[config.mk]
export PLATFORM = sky130hd
export DESIGN_NAME = sdram_wb_arbiter
export DESIGN_NICKNAME = d
export VERILOG_FILES = /design/src/rtl/sdram_wb_arbiter.sv
export SDC_FILE = /design/constraint.sdc
export NUM_CORES = 1
export LEC_CHECK = 0
export CAP_MARGIN = 20
export CORE_ASPECT_RATIO = 1.1
export CORE_MARGIN = 1
export CORE_UTILIZATION = 46
export DETAILED_ROUTE_END_ITERATION = 8
export GPL_TIMING_DRIVEN = 1
export PLACE_DENSITY = 0.87
export SLEW_MARGIN = 20
export SYNTH_ARGS = -nofsm -noshare
export SYNTH_HDL_FRONTEND = slang
export SYNTH_SLANG_ARGS = --single-unit
[constraint.sdc]
create_clock -name wb_clk_i -period 4.75 [get_ports wb_clk_i]
set_clock_uncertainty 0.05 [all_clocks]
set_input_delay 0.95 -clock wb_clk_i [delete_from_list [all_inputs] [get_ports wb_clk_i]]
set_output_delay 0.95 -clock wb_clk_i [all_outputs]
set_load 0.02 [all_outputs]
[src/rtl/sdram_wb_arbiter.sv]
// rtl/sdram_wb_arbiter.sv - N-port Wishbone classic arbiter in front of one SDRAM controller port
// Round-robin or fixed priority, optional per-owner lock with hold window, and an ack timeout.
module sdram_wb_arbiter #(
    parameter int NUM_PORTS     = 4,
    parameter int WB_ADDR_WIDTH = 24,
    parameter int WB_DATA_WIDTH = 16,
    parameter int ARB_MODE      = 0,
    parameter int MAX_LOCK      = 8,
    parameter int HOLD_WINDOW   = 4,
    parameter int ACK_TIMEOUT   = 256
) (
    input  logic                                     wb_clk_i,
    input  logic                                     wb_rst_ni,
    input  logic [NUM_PORTS-1:0]                     s_cyc_i,
    input  logic [NUM_PORTS-1:0]                     s_stb_i,
    input  logic [NUM_PORTS-1:0]                     s_we_i,
    input  logic [NUM_PORTS*WB_ADDR_WIDTH-1:0]       s_adr_i,
    input  logic [NUM_PORTS*WB_DATA_WIDTH-1:0]       s_dat_i,
    input  logic [NUM_PORTS*WB_DATA_WIDTH/8-1:0]     s_sel_i,
    output logic [NUM_PORTS*WB_DATA_WIDTH-1:0]       s_dat_o,
    output logic [NUM_PORTS-1:0]                     s_ack_o,
    output logic [NUM_PORTS-1:0]                     s_err_o,
    output logic                                     m_cyc_o,
    output logic                                     m_stb_o,
    output logic                                     m_we_o,
    output logic [WB_ADDR_WIDTH-1:0]                 m_adr_o,
    output logic [WB_DATA_WIDTH-1:0]                 m_dat_o,
    output logic [WB_DATA_WIDTH/8-1:0]               m_sel_o,
    input  logic [WB_DATA_WIDTH-1:0]                 m_dat_i,
    input  logic                                     m_ack_i,
    output logic [NUM_PORTS-1:0]                     grant_o,
    output logic [1:0]                               debug_state
);
    localparam int N  = NUM_PORTS;
    localparam int AW = WB_ADDR_WIDTH;
    localparam int DW = WB_DATA_WIDTH;
    localparam int SW = WB_DATA_WIDTH / 8;
    localparam int IW = $clog2(N);
    localparam int LW = $clog2(MAX_LOCK + 1);
    localparam int HW = (HOLD_WINDOW > 0) ? $clog2(HOLD_WINDOW + 1) : 1;
    localparam int TW = (ACK_TIMEOUT > 0) ? $clog2(ACK_TIMEOUT + 1) : 1;

    typedef enum logic [1:0] {
        S_IDLE = 2'd0,
        S_BUSY = 2'd1,
        S_ACK  = 2'd2,
        S_HOLD = 2'd3
    } state_t;

    state_t          state;
    logic [IW-1:0]   owner;
    logic [IW-1:0]   last_grant;
    logic [LW-1:0]   lock_cnt;
    logic [HW-1:0]   hold_cnt;
    logic [TW-1:0]   to_cnt;
    logic            err_flag;

    logic [N-1:0]    req;
    logic [IW-1:0]   win;
    logic [IW-1:0]   rr_idx;
    logic [IW-1:0]   src;
    logic            src_we;
    logic [AW-1:0]   src_adr;
    logic [DW-1:0]   src_dat;
    logic [SW-1:0]   src_sel;
    logic [N-1:0]    src_onehot;
    logic            own_cyc;
    logic            own_stb;

    assign req         = s_cyc_i & s_stb_i;
    assign debug_state = state;
    assign own_cyc     = |(s_cyc_i & grant_o);
    assign own_stb     = |(s_stb_i & grant_o);
    assign src         = (state == S_HOLD) ? owner : win;

    // Loops run from lowest to highest priority so the last hit is the winner.
    always_comb begin
        win    = '0;
        rr_idx = '0;
        if (ARB_MODE == 1) begin
            for (int j = N - 1; j >= 0; j--) begin
                if (req[j]) win = IW'(j);
            end
        end else begin
            for (int i = N; i >= 1; i--) begin
                rr_idx = IW'((int'(last_grant) + i) % N);
                for (int k = 0; k < N; k++) begin
                    if (rr_idx == IW'(k) && req[k]) win = IW'(k);
                end
            end
        end
    end

    always_comb begin
        src_we     = 1'b0;
        src_adr    = '0;
        src_dat    = '0;
        src_sel    = '0;
        src_onehot = '0;
        for (int k = 0; k < N; k++) begin
            if (src == IW'(k)) begin
                src_we        = s_we_i[k];
                src_adr       = s_adr_i[k*AW +: AW];
                src_dat       = s_dat_i[k*DW +: DW];
                src_sel       = s_sel_i[k*SW +: SW];
                src_onehot[k] = 1'b1;
            end
        end
    end

    always_ff @(posedge wb_clk_i or negedge wb_rst_ni) begin
        if (!wb_rst_ni) begin
            state      <= S_IDLE;
            owner      <= '0;
            last_grant <= IW'(N - 1);
            lock_cnt   <= '0;
            hold_cnt   <= '0;
            to_cnt     <= '0;
            err_flag   <= 1'b0;
            grant_o    <= '0;
            m_cyc_o    <= 1'b0;
            m_stb_o    <= 1'b0;
            m_we_o     <= 1'b0;
            m_adr_o    <= '0;
            m_dat_o    <= '0;
            m_sel_o    <= '0;
            s_dat_o    <= '0;
            s_ack_o    <= '0;
            s_err_o    <= '0;
        end else begin
            s_ack_o <= '0;
            s_err_o <= '0;
            case (state)
                S_IDLE: begin
                    if (|req) begin
                        m_cyc_o    <= 1'b1;
                        m_stb_o    <= 1'b1;
                        m_we_o     <= src_we;
                        m_adr_o    <= src_adr;
                        m_dat_o    <= src_dat;
                        m_sel_o    <= src_sel;
                        grant_o    <= src_onehot;
                        owner      <= win;
                        last_grant <= win;
                        lock_cnt   <= LW'(1);
                        to_cnt     <= '0;
                        state      <= S_BUSY;
                    end
                end
                S_BUSY: begin
                    if (m_ack_i) begin
                        m_cyc_o  <= 1'b0;
                        m_stb_o  <= 1'b0;
                        s_ack_o  <= grant_o;
                        err_flag <= 1'b0;
                        for (int k = 0; k < N; k++) begin
                            if (grant_o[k]) s_dat_o[k*DW +: DW] <= m_dat_i;
                        end
                        state    <= S_ACK;
                    end else if (ACK_TIMEOUT != 0 && to_cnt == TW'(ACK_TIMEOUT - 1)) begin
                        m_cyc_o  <= 1'b0;
                        m_stb_o  <= 1'b0;
                        s_err_o  <= grant_o;
                        err_flag <= 1'b1;
                        state    <= S_ACK;
                    end else if (ACK_TIMEOUT != 0) begin
                        to_cnt   <= to_cnt + TW'(1);
                    end
                end
                S_ACK: begin
                    if (MAX_LOCK > 1 && lock_cnt < LW'(MAX_LOCK) && !err_flag && own_cyc) begin
                        hold_cnt <= '0;
                        state    <= S_HOLD;
                    end else begin
                        grant_o  <= '0;
                        state    <= S_IDLE;
                    end
                end
                S_HOLD: begin
                    // Only the lock owner may issue here; last_grant is left alone.
                    if (own_cyc && own_stb) begin
                        m_cyc_o  <= 1'b1;
                        m_stb_o  <= 1'b1;
                        m_we_o   <= src_we;
                        m_adr_o  <= src_adr;
                        m_dat_o  <= src_dat;
                        m_sel_o  <= src_sel;
                        lock_cnt <= lock_cnt + LW'(1);
                        to_cnt   <= '0;
                        state    <= S_BUSY;
                    end else if (!own_cyc || HOLD_WINDOW <= 1 || hold_cnt == HW'(HOLD_WINDOW - 1)) begin
                        grant_o  <= '0;
                        state    <= S_IDLE;
                    end else begin
                        hold_cnt <= hold_cnt + HW'(1);
                    end
                end
                default: state <= S_IDLE;
            endcase
        end
    end
endmodule

==> results.cfg <==
[status]
status = finished, final reports clean

[worst_setup_path]
required_ns = 4.97
r2r_cells = 6
critPathLaunchType = primary input
worstPathArrival_ns = 3.44
worstSetupPathType = primary input to flip-flop
cp-end-kind = flip-flop
critPathMaxFanout = 29

[sta]
layout_min_cycle_time_ns = 3.223
worstMarginPinSlew_ns = 0.7970
finalHoldViolCount = 0
setup-tns-final_ns = 0
timing.final.crit_share_pct = 67.86
maxSlewHeadroom_pct = 46.87
rsz0062_at_grt = false
max_freq_mhz = 310.2
holdWs_ns = 0.3865
setup_viol = 0
drv_slew = 0
fin_ws_ns = 1.527

[final_layout]
syn_to_final_growth_pct = 53.93
drive_gt1_share_pct = 17.56
finalNetCount = 1091
post-route-util_pct = 73.21
layout_commonest_cell = clkdlybuf4s50_1
final_cell_mix = 320 x clkdlybuf4s50_1, 141 x dfrtp_1, 85 x mux2i_1
diodes = 0

[die]
core_sq_um = 15170
dieArea_sq_um = 16190
rows = 47
die_y_um = 133.4
die_w_um = 121.4
initial_core_util_pct = 47.56
io_pins = 322

[clocking]
cts.sinks = 143
cts_tree = built
root_buffer = clkbuf_16
cts_setup_buffers = 0
hold_buffers = 0
htreeDepth = 4
cts_buffer_depth = 2
clock_latency_ns = 0.43
tritoncts.num_buffers = 17
cts_resized = 0
cts.clk_slew.worst_paths_ns = 0.07

[drt]
drc = 0
dr.first_iter.drc_count = 269
drt_pass1_iterations = 5
wl_per_cell_um = 21.31
ant_nets = 0
vias_per_cell = 5.609
num_vias = 6148
wirelength_um = 23360

[hold_path]
hold_class = primary input to async pin

[synth]
synth_area_sq_um = 7216
yosysSeqAreaShare_pct = 49.63
synth_edf_count = 0
syn_inst = 572
synthTopCellsByArea = dfrtp_1 49%, mux2i_1 12%, a221oi_2 8.7%
synth_seq_cells = 143
synth_area_leader_cell = dfrtp_1
ys.flop_type = dfrtp_1
ys_warn_count = 0
ys_types = 57
yosys.area.top_type_share_pct = 48.90
avgSynthCellArea_sq_um = 12.61
synthArstFlopShare_pct = 100.0
syn_nets = 776

[flow_run]
maxCapViolCount = 0

[global_route]
grt_pass1_wl_um = 36020
antenna_found_initial = 0
grt_usage_pct = 29.68
grt_pass1_vias = 6599
grt_max_degree = 52
grt_overflow = 0

[power_and_ir_drop]
power.density_nw_per_um2 = 657.6
p_leak_uw = 0.004842
ir_drop_mv = 0.4299
power.total_uw = 7304

[place]
dp_slack_ns = 1.114
hpwl_um = 17080
port_buffers = 321
gp_congestion = 0.9362
[cells by family (layout without fill, tap and decap cells)]
logic type | count (synthesis) | count (layout) | synth area share, %
buffers and inverters | 46 | 374 | 4.248
flip-flops | 143 | 143 | 49.63
multiplexers | 149 | 149 | 21.78
XOR/XNOR | 8 | 8 | 0.9711
adder cells (fa/ha/maj) | 5 | 5 | 0.8670
AO/OA/AOI/OAI | 100 | 100 | 15.09
AND/OR/NAND/NOR | 121 | 121 | 7.422
[final cells by class]
| type | count | area, sq um |
|---|---|---|
| clock inverter | 15 | 170.2 |
| tap | 196 | 245.2 |
| inverter | 13 | 48.80 |
| timing repair buffer | 329 | 3299 |
| multi-input combinational | 383 | 3337 |
| sequential | 143 | 3581 |
| fill | 973 | 4065 |
| clock buffer | 17 | 425.4 |
[routing by layer]
layer | routed length (um) | share of wire [%] | GRT usage, %
met5 | 0 | 0 | 0
met4 | 821 | 3.5 | 12.83
met3 | 2073 | 8.9 | 10.83
met2 | 12110 | 52 | 51.29
met1 | 8349 | 36 | 32.39
[registers in the layout, indices dropped and copies added, names as in the netlist, 3 cells and up]
signal / cells
to_cnt: 9
lock_cnt: 4
s_dat_o: 64
grant_o: 4
hold_cnt: 3
m_dat_o: 16
s_err_o: 4
m_adr_o: 24
s_ack_o: 4
[report_power, final]
| group | total [uW] | switching [uW] | internal [uW] |
|---|---|---|---|
| Combinational | 3880 | 2020 | 1860 |
| Sequential | 2120 | 373 | 1740 |
| Clock | 1310 | 605 | 707 |
| Total | 7300 | 2990 | 4310 |
[cell usage after synthesis, types with 5 or more instances]
cell,n
a22oi_1,6
xnor2_1,6
clkbuf_1,7
a221oi_2,42
nand3_1,8
a21oi_1,8
o21ai_0,11
mux2_2,52
inv_1,12
nor3_1,6
nand2_1,25
nand2_2,6
and2_1,5
nor2_1,61
buf_2,12
buf_12,5
ha_1,5
dfrtp_1,141
mux2_1,12
mux2i_1,85
buf_4,8
[path summary, 6_finish.rpt]
check	startpoint	endpoint	slack, ns
max in group asynchronous	wb_rst_ni	m_adr_o[4]$_DFFE_PN0P_	3.24
max	s_stb_i[1]	m_adr_o[21]$_DFFE_PN0P_	1.53
max reg2reg	debug_state[0]$_DFFE_PN0P_	m_adr_o[21]$_DFFE_PN0P_	2.02
min reg2reg	to_cnt[8]$_DFFE_PN0P_	to_cnt[8]$_DFFE_PN0P_	0.43
min in group wb_clk_i	to_cnt[8]$_DFFE_PN0P_	to_cnt[8]$_DFFE_PN0P_	0.43
min	wb_rst_ni	s_dat_o[22]$_DFFE_PN0P_	0.39
[stage by stage]
step,instance area [sq um],cells
finish,11110,1096
global route,11110,1096
CTS,11110,1096
detailed placement,10510,1064
global placement,10510,1064
floorplan,7216,572
[worst max-delay path, cell delays in order]
cell and delay [ns]:
clkdlybuf4s50_1 0.53, nand2_1 0.13, o311a_1 0.34, a22oi_4 0.27, and2_2 0.53, buf_4 0.53
a221oi_2 0.14
Note: power is estimated with default switching activity, not from simulation.
